<file path="config.mk">
export PLATFORM = sky130hd
export DESIGN_NAME = edge_detect_multi
export DESIGN_NICKNAME = d
export VERILOG_FILES = /design/src/rtl/edge_detect_pkg.sv /design/src/rtl/edge_detect_channel.sv /design/src/rtl/edge_detect_multi.sv
export SDC_FILE = /design/constraint.sdc
export NUM_CORES = 1
export LEC_CHECK = 0
export CORE_MARGIN = 2
export CORE_UTILIZATION = 30
export CTS_BUF_LIST = sky130_fd_sc_hd__clkbuf_16
export DETAILED_ROUTE_END_ITERATION = 8
export MAX_ROUTING_LAYER = met4
export SYNTH_ARGS = -nofsm -noshare
export SYNTH_HDL_FRONTEND = slang
export SYNTH_SLANG_ARGS = --single-unit
</file>
<file path="constraint.sdc">
create_clock -name clock -period 4.1 [get_ports clock]
set_input_delay 0.615 -clock clock [delete_from_list [all_inputs] [get_ports clock]]
set_output_delay 0.615 -clock clock [all_outputs]
set_load 0.1 [all_outputs]
</file>
<file path="src/rtl/edge_detect_pkg.sv">
// Shared types and helpers for the multi-channel edge detector.
package edge_detect_pkg;

   typedef enum logic [1:0] {
      EDGE_OFF  = 2'b00,
      EDGE_RISE = 2'b01,
      EDGE_FALL = 2'b10,
      EDGE_BOTH = 2'b11
   } edge_mode_t;

   // Wide enough to hold FILTER_CYCLES itself.
   function automatic int unsigned filter_count_width(int unsigned filter_cycles);
      return $clog2(filter_cycles) + 1;
   endfunction

endpackage

</file>
<file path="src/rtl/edge_detect_channel.sv">
// One channel: synchroniser, glitch filter, registered rise/fall pulses,
// mode qualification, sticky flag and saturating edge counter.
module edge_detect_channel
   import edge_detect_pkg::*;
#(
   parameter int unsigned SYNC_STAGES   = 2,
   parameter int unsigned FILTER_CYCLES = 1,
   parameter int unsigned COUNT_WIDTH   = 8
) (
   input  logic                   clock,
   input  logic                   reset,
   input  logic                   signal,
   input  edge_mode_t             mode,
   input  logic                   clear,
   output logic                   level,
   output logic                   rise_pulse,
   output logic                   fall_pulse,
   output logic                   edge_pulse,
   output logic                   edge_flag,
   output logic [COUNT_WIDTH-1:0] edge_count,
   output logic                   overflow
);

   localparam int unsigned FCW = filter_count_width(FILTER_CYCLES);
   localparam logic [FCW-1:0] FILTER_LAST = FCW'(FILTER_CYCLES - 1);
   localparam logic [COUNT_WIDTH-1:0] COUNT_MAX = '1;

   logic [SYNC_STAGES-1:0] sync_q;
   logic [FCW-1:0]         filt_q;
   logic                   s;

   assign s = sync_q[SYNC_STAGES-1];

   always_ff @(posedge clock) begin
      if (reset) begin
         sync_q     <= '0;
         filt_q     <= '0;
         level      <= 1'b0;
         rise_pulse <= 1'b0;
         fall_pulse <= 1'b0;
      end else begin
         sync_q     <= {sync_q[SYNC_STAGES-2:0], signal};
         rise_pulse <= 1'b0;
         fall_pulse <= 1'b0;
         if (s == level) begin
            filt_q <= '0;
         end else if (filt_q == FILTER_LAST) begin
            // Final mismatching sample: commit the level and pulse together.
            filt_q     <= '0;
            level      <= s;
            rise_pulse <= s;
            fall_pulse <= ~s;
         end else begin
            filt_q <= filt_q + 1'b1;
         end
      end
   end

   assign edge_pulse = (rise_pulse && (mode == EDGE_RISE || mode == EDGE_BOTH)) ||
                       (fall_pulse && (mode == EDGE_FALL || mode == EDGE_BOTH));

   always_ff @(posedge clock) begin
      if (reset) begin
         edge_flag  <= 1'b0;
         edge_count <= '0;
         overflow   <= 1'b0;
      end else if (edge_pulse) begin
         edge_flag <= 1'b1;
         // A coincident clear restarts the count with this event included.
         if (clear) begin
            edge_count <= COUNT_WIDTH'(1);
            overflow   <= 1'b0;
         end else if (edge_count == COUNT_MAX) begin
            overflow <= 1'b1;
         end else begin
            edge_count <= edge_count + 1'b1;
         end
      end else if (clear) begin
         edge_flag  <= 1'b0;
         edge_count <= '0;
         overflow   <= 1'b0;
      end
   end

endmodule

</file>
<file path="src/rtl/edge_detect_multi.sv">
// Multi-channel edge detector: independent channels, port slicing only.
module edge_detect_multi
   import edge_detect_pkg::*;
#(
   parameter int unsigned CHANNELS      = 4,
   parameter int unsigned SYNC_STAGES   = 2,
   parameter int unsigned FILTER_CYCLES = 1,
   parameter int unsigned COUNT_WIDTH   = 8
) (
   input  logic                            clock,
   input  logic                            reset,
   input  logic [CHANNELS-1:0]             signal,
   input  logic [2*CHANNELS-1:0]           mode,
   input  logic [CHANNELS-1:0]             clear,
   output logic [CHANNELS-1:0]             level,
   output logic [CHANNELS-1:0]             rise_pulse,
   output logic [CHANNELS-1:0]             fall_pulse,
   output logic [CHANNELS-1:0]             edge_pulse,
   output logic [CHANNELS-1:0]             edge_flag,
   output logic [CHANNELS*COUNT_WIDTH-1:0] edge_count,
   output logic [CHANNELS-1:0]             overflow
);

   for (genvar i = 0; i < CHANNELS; i++) begin : g_chan
      edge_detect_channel #(
         .SYNC_STAGES   (SYNC_STAGES),
         .FILTER_CYCLES (FILTER_CYCLES),
         .COUNT_WIDTH   (COUNT_WIDTH)
      ) u_chan (
         .clock      (clock),
         .reset      (reset),
         .signal     (signal[i]),
         .mode       (edge_mode_t'(mode[2*i +: 2])),
         .clear      (clear[i]),
         .level      (level[i]),
         .rise_pulse (rise_pulse[i]),
         .fall_pulse (fall_pulse[i]),
         .edge_pulse (edge_pulse[i]),
         .edge_flag  (edge_flag[i]),
         .edge_count (edge_count[i*COUNT_WIDTH +: COUNT_WIDTH]),
         .overflow   (overflow[i])
      );
   end

endmodule
</file>
==> flow_summary.yaml <==
status:
  status: "complete, no violations"
sta:
  fin_ws_ns: 1.50
  rsz0062_at_grt: "false"
  finalSetupTns_ns: 0
  setup_viol: 0
  period_minus_slack_ns: 2.60
  max_freq_mhz: 384
  slew_headroom_pct: 33.9
  tightestPinTransition_ns: 0.988
  min_period_over_period_pct: 63.5
  hold_viol_final: 0
  clock_skew_ns: 0.00424
  finalMaxSlewViolations: 0
drt:
  m1WireLength_um: 2670
  drc_errors: 0
  ant_nets: 0
  dr.max_layer_used: "met4"
  vias_per_cell: 4.88
  met3_length_um: 324
  drtPass1Iterations: 4
  route.met2.wl_um: 2610
  routedWlPerCell_um: 12.4
  drtIter0Drc: 55
  routed_wl_um: 5660
  via_count: 2226
setup_path:
  worst-setup-path-type: "register to output port"
  cp.required_ns: 3.48
  path_buf_inv: 1
  cp.arrival_ns: 1.99
  critical_path.endpoint_type: "output port"
  critical_path.max_stage_delay_ns: 1.19
  crit_path_cell_trace: "clkdlybuf4s50_1"
  worst_setup_path_start_kind: "register"
  crit_family: "buffers and inverters"
  worstPathMaxFanout: 8
  critPathSlowestCell: "clkdlybuf4s50_1"
clocking:
  htreeDepth: 3
  worstSkewPairLatency_ns: 0.32
  clock-sinks: 64
  numCtsBuffers: 9
  cts_root_buf: "clkbuf_16"
  post_cts_resize_count: 0
  clk_pin_slew_ns: 0.06
  cts.path.max_buffers: 2
  cts_tree: "done"
  postCtsSetupBuffers: 0
  hold_buffers: 0
synth:
  ys_seq_area_share_pct: 47.2
  syn-cell-area_mm2: 0.00272
  ys_warn_count: 0
  ys.flop_type: "dfxtp_1"
  ys_top_cells_by_area: "dfxtp_1, buf_4, a21oi_1"
  yosysTopAreaCell: "dfxtp_1"
  async_reset_ff_share_pct: 0
  synth_edf_count: 0
  synthCells: 291
  yosys_register_bits: 64
  syn_avg_cell_area_um2: 9.33
  synth_common_cells: "dfxtp_1, buf_4, nor2_1, a21oi_1, nand2_1"
  yosys.cell_types.count: 48
  synth_top_area_share_pct: 47.2
  yosysMostFrequentCell: "dfxtp_1"
placed_design:
  post-place-ws_ns: 1.64
  gp_congestion: 0.792
  port_buffers: 73
  dp.final_hpwl_um: 4010
floorplan:
  ios: 74
  rows: 34
  die_area_mm2: 0.00983
  start_util_pct: 31.0
  die_w_um: 99.2
  core-area_mm2: 0.00876
  die_h_um: 99.2
power:
  ir_worst_vdd_v: 0.000220
  power_mw: 1.46
  power.leakage_nw: 1.30
  power_per_cell_area_mw_per_mm2: 400
finish:
  utilization_pct: 41.7
  areaGrowthSynthToFinish_pct: 34.5
  diodes: 0
  drive_gt1_share_pct: 8.91
  fill_cells: 869
  final_nets: 365
global_routing:
  grtUsageTotal_pct: 12.3
  antenna_found_initial: 0
  overflow: 0
  grt_max_degree: 30
  grt_pass1_vias: 2070
  grt_pass1_wl_um: 9520
flow_run:
  max-cap-violations: 0
worst_hold_path:
  min_path_type: "register to register"
-- registers in the layout, summed over array words and instances, names as in the netlist --
signal,flops
g_chan.u_chan.edge_count,32
g_chan.u_chan.sync_q,8
g_chan.u_chan.edge_flag,4
g_chan.u_chan.fall_pulse,4
g_chan.u_chan.filt_q,4
g_chan.u_chan.level,4
g_chan.u_chan.overflow,4
g_chan.u_chan.rise_pulse,4
-- power breakdown --
part / switching [mW] / leakage, nW / internal [mW] / total, mW
Clock: 0.275 / 0.139 / 0.470 / 0.744
Sequential: 0.00588 / 0.519 / 0.631 / 0.637
Combinational: 0.0485 / 0.640 / 0.0300 / 0.0785
-- path summary, 6_finish.rpt --
| kind | endpoint | slack, ns | start | cells after the start |
|---|---|---|---|---|
| setup / recovery | edge_count[31] | 1.50 | g_chan[3].u_chan.edge_count[7]$_SDFFE_PP0P_ | 1 |
| hold / removal | g_chan[1].u_chan.sync_q[1]$_SDFF_PP0_ | 0.44 | g_chan[1].u_chan.sync_q[0]$_SDFF_PP0_ | 1 |
| setup reg to reg | g_chan[2].u_chan.edge_count[1]$_SDFFE_PP0P_ | 2.34 | g_chan[2].u_chan.edge_count[0]$_SDFFE_PP0P_ | 5 |
| hold reg to reg | g_chan[1].u_chan.sync_q[1]$_SDFF_PP0_ | 0.44 | g_chan[1].u_chan.sync_q[0]$_SDFF_PP0_ | 1 |
-- placed cells by master, fill, tap and decap left out, drive strengths merged, types with 8 or more instances in the layout --
cell type	n
nor2b	8
inv	8
a21oi	21
nor4b	8
clkdlybuf4s50	69
nor2	23
o21ai	12
clkbuf	9
nand2	11
nand3	9
dfxtp	64
-- per-stage QoR --
step / cells / hold slack (ns) / area, um^2
global placement: 440 / 0.418 / 3360
detailed placement: 440 / 0.436 / 3360
floorplan: 294 / 0.414 / 2730
CTS: 456 / 0.447 / 3650
finish: 456 / 0.441 / 3650
global route: 456 / 0.459 / 3650
-- logic make-up (layout without fill, tap and decap cells) --
| family | count (synthesis) | count (layout) | synth area share [%] |
|---|---|---|---|
| and+or+nand+nor | 100 | 100 | 21.1 |
| AOI/OAI and AO/OA | 66 | 66 | 15.7 |
| DFF | 64 | 64 | 47.2 |
| buffers and inverters | 43 | 97 | 9.58 |
| muxes | 7 | 7 | 2.58 |
| xor gates and xnor gates | 6 | 6 | 1.93 |
| adders and majority gates | 4 | 4 | 1.84 |
| other | 1 | 4 | 0.138 |
-- layout make-up --
type	count	area [um^2]	area share, %
inverter	7	26.3	0.719
clock inverter	7	71.3	1.95
multi-input combinational	187	1190	32.5
sequential	64	1280	35.1
timing repair buffer	74	728	19.9
tap	108	135	3.70
clock buffer	9	225	6.16
-- metal layers --
layer	global-route usage, %	up-vias
li1	-	1140
met1	15.1	1024
met2	18.6	54
met3	4.99	8
met4	3.79	0
met5	-	-
Power figures use the tool's default switching activity.
